$ cat src/rtl/axis_packet_arbiter_if.sv
`timescale 1ns/1ps
`default_nettype none
// ============================================================================
//  Module      : axis_packet_arbiter_if
//  Description : Bundle of the four AXI4-Stream source ports, the single
//                FIFO-side AXI4-Stream port and the sticky truncation flag
//                of the packet arbiter.
//  Revision    : 1.0 - initial release
// ============================================================================
interface axis_packet_arbiter_if #(
    parameter int DATA_WIDTH = 32
);
    logic [4*DATA_WIDTH-1:0] s_axis_tdata;
    logic [3:0]              s_axis_tvalid;
    logic [3:0]              s_axis_tlast;
    logic [3:0]              s_axis_tready;
    logic [DATA_WIDTH-1:0]   m_axis_tdata;
    logic                    m_axis_tvalid;
    logic                    m_axis_tlast;
    logic [1:0]              m_axis_tid;
    logic                    m_axis_tready;
    logic                    trunc_err;

    // Arbiter side: consumes the sources, drives the FIFO
    modport slave (
        input  s_axis_tdata, s_axis_tvalid, s_axis_tlast, m_axis_tready,
        output s_axis_tready, m_axis_tdata, m_axis_tvalid, m_axis_tlast,
        output m_axis_tid, trunc_err
    );

    // Environment side: the sources and the FIFO
    modport master (
        output s_axis_tdata, s_axis_tvalid, s_axis_tlast, m_axis_tready,
        input  s_axis_tready, m_axis_tdata, m_axis_tvalid, m_axis_tlast,
        input  m_axis_tid, trunc_err
    );
endinterface
`default_nettype wire

$ cat src/rtl/axis_packet_arbiter.sv
`timescale 1ns/1ps
`default_nettype none
// ============================================================================
//  Module      : axis_packet_arbiter
//  Description : Packet-granular round-robin arbiter sharing one AXI4-Stream
//                FIFO port between four sources, with a beat-count watchdog
//                that forces tlast on runaway packets.
//  Revision    : 1.0 - initial release
// ============================================================================
module axis_packet_arbiter #(
    parameter int DATA_WIDTH = 32,
    parameter int MAX_BEATS  = 256
) (
    input  wire logic            aclk,
    input  wire logic            aresetn,
    axis_packet_arbiter_if.slave bus
);

    localparam int c_CNT_W = (MAX_BEATS > 2) ? $clog2(MAX_BEATS) : 1;
    localparam logic [c_CNT_W-1:0] c_LAST_BEAT = c_CNT_W'(MAX_BEATS - 1);

    typedef enum logic [0:0] {
        ST_IDLE = 1'b0,
        ST_BUSY = 1'b1
    } state_t;

    state_t             r_state;
    state_t             w_state_nxt;
    logic [1:0]         r_grant;
    logic [1:0]         w_grant_nxt;
    logic [1:0]         r_rr_ptr;
    logic [1:0]         w_rr_ptr_nxt;
    logic [c_CNT_W-1:0] r_beat_cnt;
    logic [c_CNT_W-1:0] w_beat_cnt_nxt;
    logic               r_trunc_err;
    logic               w_trunc_err_nxt;

    logic [3:0]            w_rot_vld;
    logic [1:0]            w_rot_idx [4];
    logic                  w_win_found;
    logic [1:0]            w_win_idx;
    logic                  w_busy;
    logic                  w_wd_hit;
    logic                  w_m_tvalid;
    logic                  w_m_tlast;
    logic [DATA_WIDTH-1:0] w_m_tdata;
    logic [1:0]            w_m_tid;
    logic [3:0]            w_s_tready;
    logic                  w_xfer;

    // Candidate order for this arbitration round, starting at the pointer
    for (genvar k = 0; k < 4; k++) begin : g_rot
        assign w_rot_idx[k] = r_rr_ptr + 2'(k);
        assign w_rot_vld[k] = bus.s_axis_tvalid[w_rot_idx[k]];
    end

    // Pick the first valid source in round-robin order
    always_comb begin
        w_win_found = 1'b0;
        w_win_idx   = r_rr_ptr;
        for (int k = 0; k < 4; k++) begin
            if (!w_win_found && w_rot_vld[k]) begin
                w_win_found = 1'b1;
                w_win_idx   = w_rot_idx[k];
            end
        end
    end

    // Combinational pass-through from the granted source; all zero while idle
    always_comb begin
        w_busy     = (r_state == ST_BUSY);
        w_wd_hit   = (r_beat_cnt == c_LAST_BEAT);
        w_m_tvalid = w_busy & bus.s_axis_tvalid[r_grant];
        w_m_tlast  = w_busy & (bus.s_axis_tlast[r_grant] | w_wd_hit);
        w_m_tdata  = w_busy ? bus.s_axis_tdata[r_grant*DATA_WIDTH +: DATA_WIDTH]
                            : '0;
        w_m_tid    = w_busy ? r_grant : 2'd0;
        w_s_tready = (w_busy & bus.m_axis_tready) ? (4'b0001 << r_grant) : 4'b0000;
        w_xfer     = w_m_tvalid & bus.m_axis_tready;
    end

    assign bus.m_axis_tvalid = w_m_tvalid;
    assign bus.m_axis_tlast  = w_m_tlast;
    assign bus.m_axis_tdata  = w_m_tdata;
    assign bus.m_axis_tid    = w_m_tid;
    assign bus.s_axis_tready = w_s_tready;
    assign bus.trunc_err     = r_trunc_err;

    // Next-state: grant on arbitration, release the grant on the tlast beat
    always_comb begin
        w_state_nxt     = r_state;
        w_grant_nxt     = r_grant;
        w_rr_ptr_nxt    = r_rr_ptr;
        w_beat_cnt_nxt  = r_beat_cnt;
        w_trunc_err_nxt = r_trunc_err;
        case (r_state)
            ST_IDLE: begin
                if (w_win_found) begin
                    w_grant_nxt    = w_win_idx;
                    w_beat_cnt_nxt = '0;
                    w_state_nxt    = ST_BUSY;
                end
            end
            ST_BUSY: begin
                if (w_xfer) begin
                    if (w_m_tlast) begin
                        w_state_nxt  = ST_IDLE;
                        w_rr_ptr_nxt = r_grant + 2'd1;
                        // Watchdog cut a packet the source had not finished
                        if (!bus.s_axis_tlast[r_grant]) begin
                            w_trunc_err_nxt = 1'b1;
                        end
                    end else begin
                        w_beat_cnt_nxt = r_beat_cnt + c_CNT_W'(1);
                    end
                end
            end
            default: begin
                w_state_nxt = ST_IDLE;
            end
        endcase
    end

    // State and arbitration registers, asynchronously cleared
    always_ff @(posedge aclk or negedge aresetn) begin
        if (!aresetn) begin
            r_state     <= ST_IDLE;
            r_grant     <= 2'd0;
            r_rr_ptr    <= 2'd0;
            r_beat_cnt  <= '0;
            r_trunc_err <= 1'b0;
        end else begin
            r_state     <= w_state_nxt;
            r_grant     <= w_grant_nxt;
            r_rr_ptr    <= w_rr_ptr_nxt;
            r_beat_cnt  <= w_beat_cnt_nxt;
            r_trunc_err <= w_trunc_err_nxt;
        end
    end

endmodule
`default_nettype wire

$ cat src/flat_wrapper.sv
// flat-port wrapper written by rule: the top's interface ports become plain ports
module axis_packet_arbiter_flat 
#(
    parameter int DATA_WIDTH = 32,
    parameter int MAX_BEATS  = 256
)
  (aclk, aresetn, bus_s_axis_tdata, bus_s_axis_tvalid, bus_s_axis_tlast, bus_m_axis_tready, bus_s_axis_tready, bus_m_axis_tdata, bus_m_axis_tvalid, bus_m_axis_tlast, bus_m_axis_tid, bus_trunc_err);
  axis_packet_arbiter_if #(.DATA_WIDTH(DATA_WIDTH)) bus_i ();
  input  wire logic aclk;
  input  wire logic aresetn;
  input wire logic [$bits(bus_i.s_axis_tdata)-1:0] bus_s_axis_tdata;
  input wire logic [$bits(bus_i.s_axis_tvalid)-1:0] bus_s_axis_tvalid;
  input wire logic [$bits(bus_i.s_axis_tlast)-1:0] bus_s_axis_tlast;
  input wire logic [$bits(bus_i.m_axis_tready)-1:0] bus_m_axis_tready;
  output wire logic [$bits(bus_i.s_axis_tready)-1:0] bus_s_axis_tready;
  output wire logic [$bits(bus_i.m_axis_tdata)-1:0] bus_m_axis_tdata;
  output wire logic [$bits(bus_i.m_axis_tvalid)-1:0] bus_m_axis_tvalid;
  output wire logic [$bits(bus_i.m_axis_tlast)-1:0] bus_m_axis_tlast;
  output wire logic [$bits(bus_i.m_axis_tid)-1:0] bus_m_axis_tid;
  output wire logic [$bits(bus_i.trunc_err)-1:0] bus_trunc_err;
  assign bus_i.s_axis_tdata = bus_s_axis_tdata;
  assign bus_i.s_axis_tvalid = bus_s_axis_tvalid;
  assign bus_i.s_axis_tlast = bus_s_axis_tlast;
  assign bus_i.m_axis_tready = bus_m_axis_tready;
  assign bus_s_axis_tready = bus_i.s_axis_tready;
  assign bus_m_axis_tdata = bus_i.m_axis_tdata;
  assign bus_m_axis_tvalid = bus_i.m_axis_tvalid;
  assign bus_m_axis_tlast = bus_i.m_axis_tlast;
  assign bus_m_axis_tid = bus_i.m_axis_tid;
  assign bus_trunc_err = bus_i.trunc_err;
  axis_packet_arbiter #(.DATA_WIDTH(DATA_WIDTH), .MAX_BEATS(MAX_BEATS)) u_core (.aclk(aclk), .aresetn(aresetn), .bus(bus_i));
endmodule
$ cat config.mk
export PLATFORM = sky130hd
export DESIGN_NAME = axis_packet_arbiter_flat
export DESIGN_NICKNAME = d
export VERILOG_FILES = /design/src/rtl/axis_packet_arbiter_if.sv /design/src/rtl/axis_packet_arbiter.sv /design/src/flat_wrapper.sv
export SDC_FILE = /design/constraint.sdc
export NUM_CORES = 1
export LEC_CHECK = 0
export BUFFER_PORTS_ARGS = -buffer_cell sky130_fd_sc_hd__buf_2
export CAP_MARGIN = 0
export CORE_AREA = 3 3 76 78
export DETAILED_ROUTE_END_ITERATION = 10
export DIE_AREA = 0 0 79 81
export GPL_ROUTABILITY_DRIVEN = 0
export GPL_TIMING_DRIVEN = 0
export PLACE_DENSITY = 0.79
export REMOVE_ABC_BUFFERS = 1
export SKIP_LAST_GASP = 1
export SYNTH_ARGS = -nofsm -noshare
export SYNTH_HDL_FRONTEND = slang
export SYNTH_SLANG_ARGS = --single-unit
$ cat constraint.sdc
create_clock -name aclk -period 2.55 [get_ports aclk]
set_clock_uncertainty 0.15 [all_clocks]
set_input_delay 0.3825 -clock aclk [delete_from_list [all_inputs] [get_ports aclk]]
set_output_delay 0.3825 -clock aclk [all_outputs]
set_load 0.05 [all_outputs]
Word level (Yosys, flattened, before mapping). Cells that the tools add are included.

Output and inout port bits: 41. Flip-flop bits (word level): 14. Input port bits: 139.

Reduce and logical (&&, ||, !) cells: 10. Order comparisons: 5. Add/subtract/negate cells: 5. Equal/unequal tests: 4. Shifts and indexed selects: 2. Muxes and demuxes: 30. Bitwise logic cells: 7.

Operators by type and width (count): $shiftx A128 B8 Y32 (1); $mux W32 (1); $mux W8 (3); $pmux W8 S2 (1); $lt A2 B3 Y1 const B (5); $mux W1 (13); $bmux W1 S2 (6); $add A8 B1 Y8 const B (1); $eq A8 B8 Y1 const B (1); $mux W2 (4); $reduce_and A3 Y1 (2); $add A2 B1 Y2 const B (2); $add A2 B2 Y2 const B (2); $and A1 B1 Y1 (4); $mux W4 (1); $ne A2 B2 Y1 const B (2); $reduce_and A4 Y1 (1); $shl A1 B2 Y4 const A (1); $logic_and A1 B1 Y1 (3); $logic_not A1 Y1 (3); $ne A2 B1 Y1 const B (1); $not A1 Y1 (2); $pmux W1 S2 (1); $reduce_and A2 Y1 (1); $or A1 B1 Y1 (1).

Depth between registers and ports, before layout.
Word-level depth: 14. Depth in mapped cells: 5.

Worst setup path after synthesis. No wires, ideal clock.

Path kind: register to output. Start: reg u_core.r_grant[0]. End: out bus_m_axis_tdata[10]. Data required time: 2.017 ns. Setup slack: 0.156 ns. Cell stages (with the launch flop): 5. Arrival: 1.861 ns. Cell sequence: dfrtp_1 > buf_2 > buf_2 > mux4_2 > and2_1.

Word-level cells in the longest chain between the ends: 2.

RTL lines: start: declaration (RTL line axis_packet_arbiter.sv:29) `logic [1:0] r_grant;`; start signal: assignment (RTL line axis_packet_arbiter.sv:134) `r_grant <= w_grant_nxt;`; $shiftx A128 B8 Y32 (RTL line axis_packet_arbiter.sv:75) `w_m_tdata = w_busy ? bus.s_axis_tdata[r_grant*DATA_WIDTH +: DATA_WIDTH]`; $mux W32 (RTL line axis_packet_arbiter.sv:75); end: declaration (RTL line flat_wrapper.sv:16) `output wire logic [$bits(bus_i.m_axis_tdata)-1:0] bus_m_axis_tdata;`.

Every way passes these cells.

Worst setup path in the final report.
Start: reg u_core.r_grant[0]. End: out bus_m_axis_tlast.

Word-level cells in the longest chain between the ends: 4.

RTL lines: $bmux W1 S2 (RTL line axis_packet_arbiter.sv:74) `w_m_tlast = w_busy & (bus.s_axis_tlast[r_grant] | w_wd_hit);`; $mux W1 (implied by the code) (RTL line axis_packet_arbiter.sv:74); $or A1 B1 Y1 (RTL line axis_packet_arbiter.sv:74); $and A1 B1 Y1 (RTL line axis_packet_arbiter.sv:74); end: declaration (RTL line flat_wrapper.sv:18) `output wire logic [$bits(bus_i.m_axis_tlast)-1:0] bus_m_axis_tlast;`.

Every way passes these cells. The select of a mux whose other input is x is not followed.

==> insert_results.sql <==
INSERT INTO impl_metrics (metric_group, metric, value, unit) VALUES
('synthesis', 'synthDominantCellAreaShare', '0.393', ''),
('drt', 'starting_drt_drc_count', '29', ''),
('synthesis', 'seq_area_frac_synth', '0.185', ''),
('sta', 'layout_worst_path_cycle_share', '0.976', ''),
('setup_path', 'critical_path_required', '2.02', 'ns'),
('clock_network', 'ctsHtreeMaxLevel', '1', ''),
('drt', 'viasPerCell', '5.28', ''),
('sta', 'report.final.hold_viol_count', '0', ''),
('power_and_ir_drop', 'totalPowerFinal', '4.14', 'mW'),
('synthesis', 'postSynthCellCount', '174', ''),
('power_and_ir_drop', 'p_leak', '1.51', 'nW'),
('floorplanning', 'die_w', '79', 'um'),
('synthesis', 'netlist.top_cell.by_area', 'mux4_2', ''),
('synthesis', 'number_of_synthesized_register_bits', '14', ''),
('floorplanning', 'top_level_ports', '180', ''),
('global_routing', 'vias_in_the_first_global_route', '2251', ''),
('clock_network', 'bufs_on_longest_clock_path', '2', ''),
('floorplanning', 'initial_utilization', '0.368', ''),
('floorplanning', 'floorplan.die_area', '0.00640', 'mm2'),
('global_routing', 'grt_util_all_layers', '0.229', ''),
('drt', 'drc', '0', ''),
('global_routing', 'wire_length_of_the_first_global_routing_pass', '11.3', 'mm'),
('sta', 'worst_slew_pin_slew', '0.598', 'ns'),
('sta', 'maxSlewHeadroom', '0.602', ''),
('setup_path', 'worst_path_largest_cell_delay', '0.50', 'ns'),
('setup_path', 'startpoint_type', 'register', ''),
('clock_network', 'worstSkewPairLatency', '0.26', 'ns'),
('finish', 'fin_nets', '498', ''),
('place', 'dp_slack', '-0.273', 'ns'),
('drt', 'detailroute.via_count', '2234', ''),
('place', 'detailedPlacementHpwl', '5.91', 'mm'),
('synthesis', 'mappedNetlistArea', '0.00189', 'mm2'),
('setup_path', 'crit_buf_inv', '2', ''),
('sta', 'fin_setup_tns', '0', 'ns'),
('floorplanning', 'die_height', '81', 'um'),
('synthesis', 'post_synth.cell_area_avg', '10.9', 'um2'),
('setup_path', 'worst-setup-path-type', 'reg -> out', ''),
('drt', 'final_antenna_net_count', '0', ''),
('clock_network', 'tritoncts_clock_tree', 'built', ''),
('power_and_ir_drop', 'powerDensity', '1370', 'mW/mm2'),
('clock_network', 'clkTransAtPathRegs', '0.06', 'ns'),
('finish', 'post_route_cells_drive_above_1_share', '0.649', ''),
('power_and_ir_drop', 'ir_drop', '0.872', 'mV'),
('sta', 'max_freq', '402', 'MHz'),
('sta', 'report.final.slew_viol_count', '0', ''),
('finish', 'diodes', '0', ''),
('global_routing', 'largest_net_degree_at_the_start_of_global_routing', '45', ''),
('setup_path', 'arrival', '1.96', 'ns'),
('synthesis', 'synth_enable_flop_cells', '0', ''),
('clock_network', 'clock_sinks', '14', ''),
('global_routing', 'grt-ovfl-total', '0', ''),
('sta', 'setup-violations-final', '0', ''),
('clock_network', 'cts_root_buffer', 'clkbuf_8', ''),
('place', 'portBuffers', '179', ''),
('setup_path', 'cp_cell_sequence', 'buf_12 > mux4_2 > a41o_4 > and2_1 > buf_6', ''),
('sta', 'post-route-worst-setup-slack', '0.0612', 'ns'),
('drt', 'first_pass_iters', '6', ''),
('floorplanning', 'fp-row-count', '26', ''),
('clock_network', 'cts-buffers-inserted', '3', ''),
('setup_path', 'timing.critical_path.to_type', 'output port', ''),
('synthesis', 'ys_async_sr_fraction', '1.00', ''),
('synthesis', 'synth_flop_cell', 'dfrtp_1', ''),
('global_routing', 'antenna_violations_before_repair', '4', ''),
('drt', 'avgRoutedWirePerCell', '17.8', 'um'),
('run_status', 'status', 'finished clean', ''),
('min_path', 'worstHoldPathType', 'reg -> reg', ''),
('sta', 'rsz0062_at_grt', 'false', ''),
('synthesis', 'yosysWarnings', '0', ''),
('floorplanning', 'core_area', '0.00514', 'mm2'),
('synthesis', 'synth_area_leaders', 'mux4_2 39%, dfrtp_1 19%, and2_1 12%, mux2i_1 4.2%, ha_1 3.3%', ''),
('finish', 'nFillCells', '473', ''),
('drt', 'totalWireLength', '7.53', 'mm'),
('synthesis', 'synth.lib_cells_used.distinct', '35', ''),
('finish', 'finalCoreUtilization', '0.589', ''),
('setup_path', 'dominant_delay_contributor_by_cell_family_on_the_critical_path', 'flip-flops', ''),
('finish', 'area_growth_syn_to_layout', '60.2', '%'),
('setup_path', 'timing.critical_path.fanout_max', '6', ''),
('run', 'cap_violations', '0', ''),
('sta', 'worst_hold_slack', '0.335', 'ns'),
('setup_path', 'cpMaxStageDelayCell', 'dfrtp_4', ''),
('sta', 'final.min_clock_period', '2.49', 'ns');
[Yosys cell counts, types with 2 or more instances]
library cell,n
dfrtp_1,14
mux4_2,33
nor3_1,2
ha_1,5
nor2b_1,2
a21oi_1,3
and2_1,35
nand3_1,5
mux2i_1,8
o21a_1,2
inv_1,3
buf_2,5
o21ai_0,5
nand2_1,15
nand2b_1,4
and3_1,6
clkbuf_1,7
nor2_1,2
or4_1,2
[where the power goes]
part,internal (mW),switching (mW)
clock,0.137,0.0903
sequential,0.301,0.189
combinational,1.26,2.16
[layer usage]
layer  part of all wire  routed length, um  global-route usage  vias to the layer above
li1                   -                  -                   -                     1035
met1               0.37               2760               0.262                     1068
met2               0.51               3840               0.421                      106
met3               0.10                787              0.0732                       17
met4              0.012                 89              0.0430                        8
met5             0.0070                 53                   0                        -
[cell usage in the layout, fill, tap and decap left out, drive strengths merged, types with 2 or more instances in the layout]
| cell | netlist | layout |
|---|---|---|
| nor3 | 2 | 2 |
| or4 | 2 | 2 |
| a21oi | 3 | 3 |
| ha | 5 | 5 |
| inv | 3 | 3 |
| dfrtp | 14 | 14 |
| nor2b | 2 | 2 |
| mux4 | 33 | 33 |
| and3 | 6 | 6 |
| nand2b | 4 | 4 |
| nor2 | 2 | 2 |
| mux2i | 8 | 8 |
| buf | 6 | 186 |
| o21ai | 5 | 5 |
| o21a | 2 | 2 |
| nand2 | 15 | 15 |
| nand3 | 5 | 5 |
| clkbuf | 7 | 4 |
| and2 | 35 | 35 |
[kinds of logic (layout without fill, tap and decap cells)]
| family | Yosys count | in the layout | synth area share |
|---|---|---|---|
| and+or+nand+nor | 78 | 78 | 0.237 |
| muxes | 42 | 42 | 0.442 |
| AOI/OAI and AO/OA | 19 | 19 | 0.0676 |
| buffers and inverters | 16 | 195 | 0.0351 |
| DFF | 14 | 14 | 0.185 |
| adders and majority gates | 5 | 5 | 0.0331 |
[final timing paths]
| kind | from | end | slack, ns | cells past startpoint |
|---|---|---|---|---|
| max | u_core.r_grant[0]$_DFFE_PN0P_ | bus_m_axis_tlast | 0.06 | 5 |
| min | u_core.bus.trunc_err$_DFFE_PN0P_ | u_core.bus.trunc_err$_DFFE_PN0P_ | 0.34 | 1 |
| max reg2reg | u_core.r_grant[0]$_DFFE_PN0P_ | u_core.r_beat_cnt[6]$_DFFE_PN0P_ | 0.22 | 6 |
| min reg2reg | u_core.bus.trunc_err$_DFFE_PN0P_ | u_core.bus.trunc_err$_DFFE_PN0P_ | 0.34 | 1 |
| max in group asynchronous | aresetn | u_core.r_grant[0]$_DFFE_PN0P_ | 1.57 | 2 |
| min in group asynchronous | aresetn | u_core.r_beat_cnt[1]$_DFFE_PN0P_ | 0.40 | 2 |
[flip-flops by register name, indices dropped and copies added (netlist names)]
name	flops
u_core.r_rr_ptr	2
u_core.r_state	1
u_core.bus.trunc_err	1
u_core.r_grant	2
u_core.r_beat_cnt	8
[cell type report]
type,count,area (um2),share of cell area
multi-input combinational,144,1480,0.490
timing repair buffer,188,1030,0.340
sequential,14,359,0.119
tap,70,87.6,0.0289
clock buffer,4,55.1,0.0182
inverter,3,11.3,0.00372
[worst reg2reg max path, delay by kind of cell (launching register included)]
family                 cells  cell delay, ns
multiplexers               2            0.67
flip-flops                 1            0.50
AND/OR/NAND/NOR            1            0.36
AO/OA/AOI/OAI              1            0.29
buffers and inverters      2            0.28
[metrics by stage]
step	std cells	instance area, um2
2_1_floorplan	161	1830
3_3_place_gp	410	2820
3_5_place_dp	411	2840
4_1_cts	422	3010
5_1_grt	423	3030
6_report	423	3030
[repair_timing]
action / in CTS / in global routing
hold endpoints to repair: 14 / 0
hold buffers: 1 / 0
pin swaps: 0 / 0
gates cloned: 1 / 0
setup endpoints to repair: 27 / 18
buffers inserted: 5 / 1
gates resized for setup: 4 / 2
Note: power is estimated with default switching activity, not from simulation.
